[src/rtl/branch_resolve_unit.sv]
`default_nettype none
// ============================================================================
// Module   : branch_resolve_unit
// Purpose  : Decode-stage branch/JAL/JALR resolution and load-use hazard
//            detection. Redirects and flushes are produced in the same cycle
//            as the instruction. A load-use hazard stalls the instruction for
//            exactly one cycle through a two-state FSM (RUN / LDSTALL).
// Ports    : clk, rst            - clock, synchronous active-high reset
//            valid_s2, is_*_s2   - decode instruction valid and class
//            funct3_s2, rs*_s2   - branch condition and source registers
//            rd_s3, memread_s3   - execute-stage destination and load flag
//            BrEq, BrLT          - comparator results
//            hold_in             - global pipeline freeze
//            BrUn                - unsigned-compare select to the comparator
//            pc_sel              - 00 PC+4, 01 branch/JAL target, 10 JALR target
//            flush_s1, stall_s2, bubble_s3, illegal_br - pipeline control
//            stat_*              - statistics counters (STAT_W bits)
// Config   : BRANCH_STATS_EN - when defined, the statistics counters are
//            implemented (saturating); otherwise the stat ports read 0.
// Revision : 1.0 - initial release
// ============================================================================
module branch_resolve_unit #(
  parameter int STAT_W = 32
) (
  input  logic              clk,
  input  logic              rst,
  input  logic              valid_s2,
  input  logic              is_branch_s2,
  input  logic              is_jal_s2,
  input  logic              is_jalr_s2,
  input  logic [2:0]        funct3_s2,
  input  logic [4:0]        rs1_s2,
  input  logic [4:0]        rs2_s2,
  input  logic [4:0]        rd_s3,
  input  logic              memread_s3,
  input  logic              BrEq,
  input  logic              BrLT,
  input  logic              hold_in,
  output logic              BrUn,
  output logic [1:0]        pc_sel,
  output logic              flush_s1,
  output logic              stall_s2,
  output logic              bubble_s3,
  output logic              illegal_br,
  output logic [STAT_W-1:0] stat_branches,
  output logic [STAT_W-1:0] stat_taken,
  output logic [STAT_W-1:0] stat_stalls
);

  typedef enum logic [0:0] {
    RUN     = 1'b0,
    LDSTALL = 1'b1
  } state_t;

  state_t r_state;

  logic w_hazard;
  logic w_stall;
  logic w_resolve;
  logic w_illegal_f3;
  logic w_taken;
  logic w_redirect_tgt;
  logic w_redirect_jalr;

  // funct3[1] separates the unsigned compares (BLTU/BGEU) from the signed ones.
  assign BrUn = funct3_s2[1];

  // Only instructions that read rs1 (and rs2 for branches) through the
  // comparator/adder in decode can depend on the load; JAL reads nothing.
  assign w_hazard = memread_s3 && (rd_s3 != 5'd0) &&
                    (is_branch_s2 || is_jalr_s2) &&
                    ((rd_s3 == rs1_s2) || (is_branch_s2 && (rd_s3 == rs2_s2)));

  // Stall is state-derived and deliberately not masked by hold_in, so a frozen
  // pipeline keeps holding PC and IF/ID while the hazard is still pending.
  assign w_stall   = !rst && (r_state == RUN) && valid_s2 && w_hazard;
  assign w_resolve = !rst && !hold_in && valid_s2 && !w_stall;

  assign w_illegal_f3 = (funct3_s2[2:1] == 2'b01);

  always_comb begin
    w_taken = 1'b0;
    case (funct3_s2)
      3'b000:          w_taken = BrEq;
      3'b001:          w_taken = !BrEq;
      3'b100, 3'b110:  w_taken = BrLT;
      3'b101, 3'b111:  w_taken = !BrLT;
      default:         w_taken = 1'b0;
    endcase
  end

  assign w_redirect_tgt  = w_resolve && ((is_branch_s2 && w_taken) || is_jal_s2);
  assign w_redirect_jalr = w_resolve && is_jalr_s2;

  assign pc_sel     = w_redirect_jalr ? 2'b10 : (w_redirect_tgt ? 2'b01 : 2'b00);
  assign flush_s1   = w_redirect_tgt || w_redirect_jalr;
  assign stall_s2   = w_stall;
  assign bubble_s3  = w_stall && !hold_in;
  assign illegal_br = w_resolve && is_branch_s2 && w_illegal_f3;

  // LDSTALL always lasts one cycle: the stalled instruction is resolved on
  // the following cycle without re-checking the hazard.
  always_ff @(posedge clk) begin
    if (rst) begin
      r_state <= RUN;
    end else if (!hold_in) begin
      case (r_state)
        RUN:     r_state <= w_stall ? LDSTALL : RUN;
        LDSTALL: r_state <= RUN;
        default: r_state <= RUN;
      endcase
    end
  end

`ifdef BRANCH_STATS_EN
  logic [STAT_W-1:0] r_stat_branches;
  logic [STAT_W-1:0] r_stat_taken;
  logic [STAT_W-1:0] r_stat_stalls;

  localparam logic [STAT_W-1:0] C_STAT_MAX = {STAT_W{1'b1}};

  always_ff @(posedge clk) begin
    if (rst) begin
      r_stat_branches <= '0;
      r_stat_taken    <= '0;
      r_stat_stalls   <= '0;
    end else if (!hold_in) begin
      if (w_resolve && (is_branch_s2 || is_jal_s2 || is_jalr_s2) &&
          (r_stat_branches != C_STAT_MAX))
        r_stat_branches <= r_stat_branches + 1'b1;
      if (flush_s1 && (r_stat_taken != C_STAT_MAX))
        r_stat_taken <= r_stat_taken + 1'b1;
      if (w_stall && (r_stat_stalls != C_STAT_MAX))
        r_stat_stalls <= r_stat_stalls + 1'b1;
    end
  end

  assign stat_branches = r_stat_branches;
  assign stat_taken    = r_stat_taken;
  assign stat_stalls   = r_stat_stalls;
`else
  assign stat_branches = '0;
  assign stat_taken    = '0;
  assign stat_stalls   = '0;
`endif

endmodule
`default_nettype wire

[config.mk]
export PLATFORM = sky130hd
export DESIGN_NAME = branch_resolve_unit
export DESIGN_NICKNAME = d
export VERILOG_FILES = /design/src/rtl/branch_resolve_unit.sv
export SDC_FILE = /design/constraint.sdc
export NUM_CORES = 1
export LEC_CHECK = 0
export BUFFER_PORTS_ARGS = -buffer_cell sky130_fd_sc_hd__buf_2
export CORE_MARGIN = 2
export CORE_UTILIZATION = 36
export DETAILED_ROUTE_END_ITERATION = 8
export GPL_ROUTABILITY_DRIVEN = 0
export HOLD_SLACK_MARGIN = 0.08
export PLACE_DENSITY = 0.9
export SYNTH_ARGS = -nofsm -noshare
export SYNTH_HDL_FRONTEND = slang
export SYNTH_SLANG_ARGS = --single-unit
[constraint.sdc]
create_clock -name clk -period 3.6 [get_ports clk]
set_clock_uncertainty 0.15 [all_clocks]
set_input_delay 0.36 -clock clk [delete_from_list [all_inputs] [get_ports clk]]
set_output_delay 0.36 -clock clk [all_outputs]
set_load 0.02 [all_outputs]
==> impl_metrics.json <==
{
  "status": "finished clean",
  "synth.most_common_cell": "buf_4",
  "first_iter_violations": 5,
  "vdd_drop_max_v": 0.0000844,
  "ys_top_cells_by_area": "buf_4, xnor2_1, a211oi_1",
  "setup-tns-final_ns": 0,
  "drive_above_1_share_pct": 23.1,
  "grt_max_degree": 8,
  "setup-violations-final": 0,
  "rr_endpoint": "r_state",
  "cpPeakStageDelay_ns": 0.38,
  "cp_cell_sequence": "buf_2, nor4_2, a211oi_2, a2111oi_2, buf_2",
  "antenna_found_initial": 0,
  "die_h_um": 58.2,
  "cp_top_family": "compound AO/OA/AOI/OAI gates",
  "total_power_mw": 0.151,
  "power_density_nw_per_um2": 170,
  "setup_slack_ns": 1.48,
  "area_delta_synth_final_pct": -16.1,
  "first_global_vias": 482,
  "min_path_type": "reg2reg",
  "numPlacedInstances": 200,
  "power.leakage_nw": 0.546,
  "layout.cells.non_filler": 200,
  "required_ns": 3.09,
  "die_w_um": 58.2,
  "ys_top_cells_by_count": "buf_4, xnor2_1, a211oi_1",
  "largestRegisters": "r_state: 1 flops",
  "grt-ovfl-total": 0,
  "hpwl_mm": 1.47,
  "hold_buffers": 0,
  "top_register": "r_state",
  "cp_num_buf_inv": 2,
  "synth_area_per_cell_um2": 7.65,
  "netlist.area_leader.share_pct": 69.7,
  "path_clk_slew_ns": 0,
  "ys_warn_count": 0,
  "cp_common_cell": "buf_2",
  "rows": 19,
  "netlist_instances": 138,
  "finalMaxSlewViolations": 0,
  "fin_crit_ns": 2.12,
  "pre_cts_ws_ns": 1.51,
  "path_depth": 5,
  "fin_crit_sh_pct": 58.9,
  "fp.dieArea_um2": 3380,
  "finalHoldViolations": 0,
  "final_util_pct": 31.8,
  "post_cts_buffers": 0,
  "r2r_cells": 4,
  "synth.cell_area_um2": 1060,
  "wire_per_inst_um": 7.68,
  "critPathKind": "in2out",
  "ys_types": 24,
  "insertion_delay_ns": 0,
  "maxCapViolCount": 0,
  "viasPerCell": 3.38,
  "grt_pass1_wl_mm": 2.03,
  "r2r_start": "r_state",
  "drc": 0,
  "antenna_cells": 0,
  "coreArea_um2": 2780,
  "initial_core_util_pct": 38.0,
  "numPortBuffers": 34,
  "vias": 676,
  "rsz0062_at_grt": "no",
  "cts_resized": 0,
  "synth_seq_cells": 1,
  "clock.fmax_mhz": 472,
  "endpoint": "pc_sel[0]",
  "largest_register_ffs": 1,
  "critPathArrivalTime_ns": 1.61,
  "start_kind": "input port",
  "synthArstFlopShare_pct": 0,
  "drtPass1Iterations": 2,
  "crit_slowest_cell": "a2111oi_2",
  "synth_edf_count": 0,
  "ys_seq_area_share_pct": 1.90,
  "grt.total_usage_pct": 7.30,
  "io-pin-count": 131,
  "synth_flop_cell": "dfxtp_1",
  "antenna_left": 0,
  "cp_max_fo": 6,
  "crit_path_end_kind": "primary output",
  "fin_nets": 199,
  "wirelength_mm": 1.54,
  "reg2reg_slack_ns": 2.16,
  "critPathLaunch": "rd_s3[1]",
  "synth.largest_area_cell": "buf_4"
}
==> power breakdown <==
part	total, mW	switching (mW)	internal [mW]	leakage, nW
clock network	0	0	0	0
logic	0.139	0.114	0.0257	0.538
registers	0.0114	0.0000213	0.0114	0.00805
total	0.151	0.114	0.0370	0.546
==> through the flow <==
stage,instance area (um^2),hold WS (ns)
2_1_floorplan,1410,0.284
3_3_place_gp,886,0.295
3_5_place_dp,886,0.309
4_1_cts,886,0.311
5_1_grt,886,0.346
6_report,886,0.304
==> metal layers <==
layer | share of wire [%] | track usage [%] | up-vias
met5 | 0 | 0 | -
met4 | 0 | 0 | 0
met3 | 15 | 0.893 | 0
met2 | 57 | 17.2 | 67
met1 | 28 | 6.54 | 299
li1 | - | - | 310
==> layout make-up <==
type | instances | area (um^2)
multi-input combinational | 132 | 649
fill | 301 | 1900
sequential | 1 | 20.0
timing repair buffer | 34 | 170
inverter | 2 | 7.51
tap | 31 | 38.8
==> cells by family after synthesis <==
group,count (synthesis),synth area share [%]
buf+inv,100,70.4
xor+xnor,12,9.95
compound gates,10,8.77
flops,1,1.90
other cells,1,0.355
simple gates,14,8.65
==> tightest hold or removal path, cell delays in order (launching register included) <==
cell       delay [ns]
dfxtp_1          0.28
nand2_1          0.05
o2bb2ai_1        0.06
==> cell usage in the layout, fill, tap and decap left out <==
cell type	netlist	layout
and2_1	1	1
nand2_1	3	3
and2_2	1	1
xnor2_1	10	10
a22o_1	1	1
a211oi_1	4	4
nand3b_1	1	1
o2bb2ai_1	1	1
conb_1	1	96
nor2_1	2	2
o22ai_2	1	1
or3b_1	1	1
nand3_1	1	1
inv_1	2	2
nand4_1	1	1
dfxtp_1	1	1
a211oi_2	1	1
nand4bb_1	1	1
a2111oi_2	1	1
buf_2	0	34
a21oi_1	1	1
nor4_2	1	1
and2b_1	1	1
xor2_1	2	2
==> worst min path at each step <==
stage,start,endpoint,slack (ns),cells past startpoint
5_1_grt,r_state,r_state,0.35,2
6_report,r_state,r_state,0.30,2
2_1_floorplan,r_state,r_state,0.28,2
3_3_place_gp,r_state,r_state,0.29,2
4_1_cts,r_state,r_state,0.31,2
3_5_place_dp,r_state,r_state,0.31,2
Power figures use the tool's default switching activity.
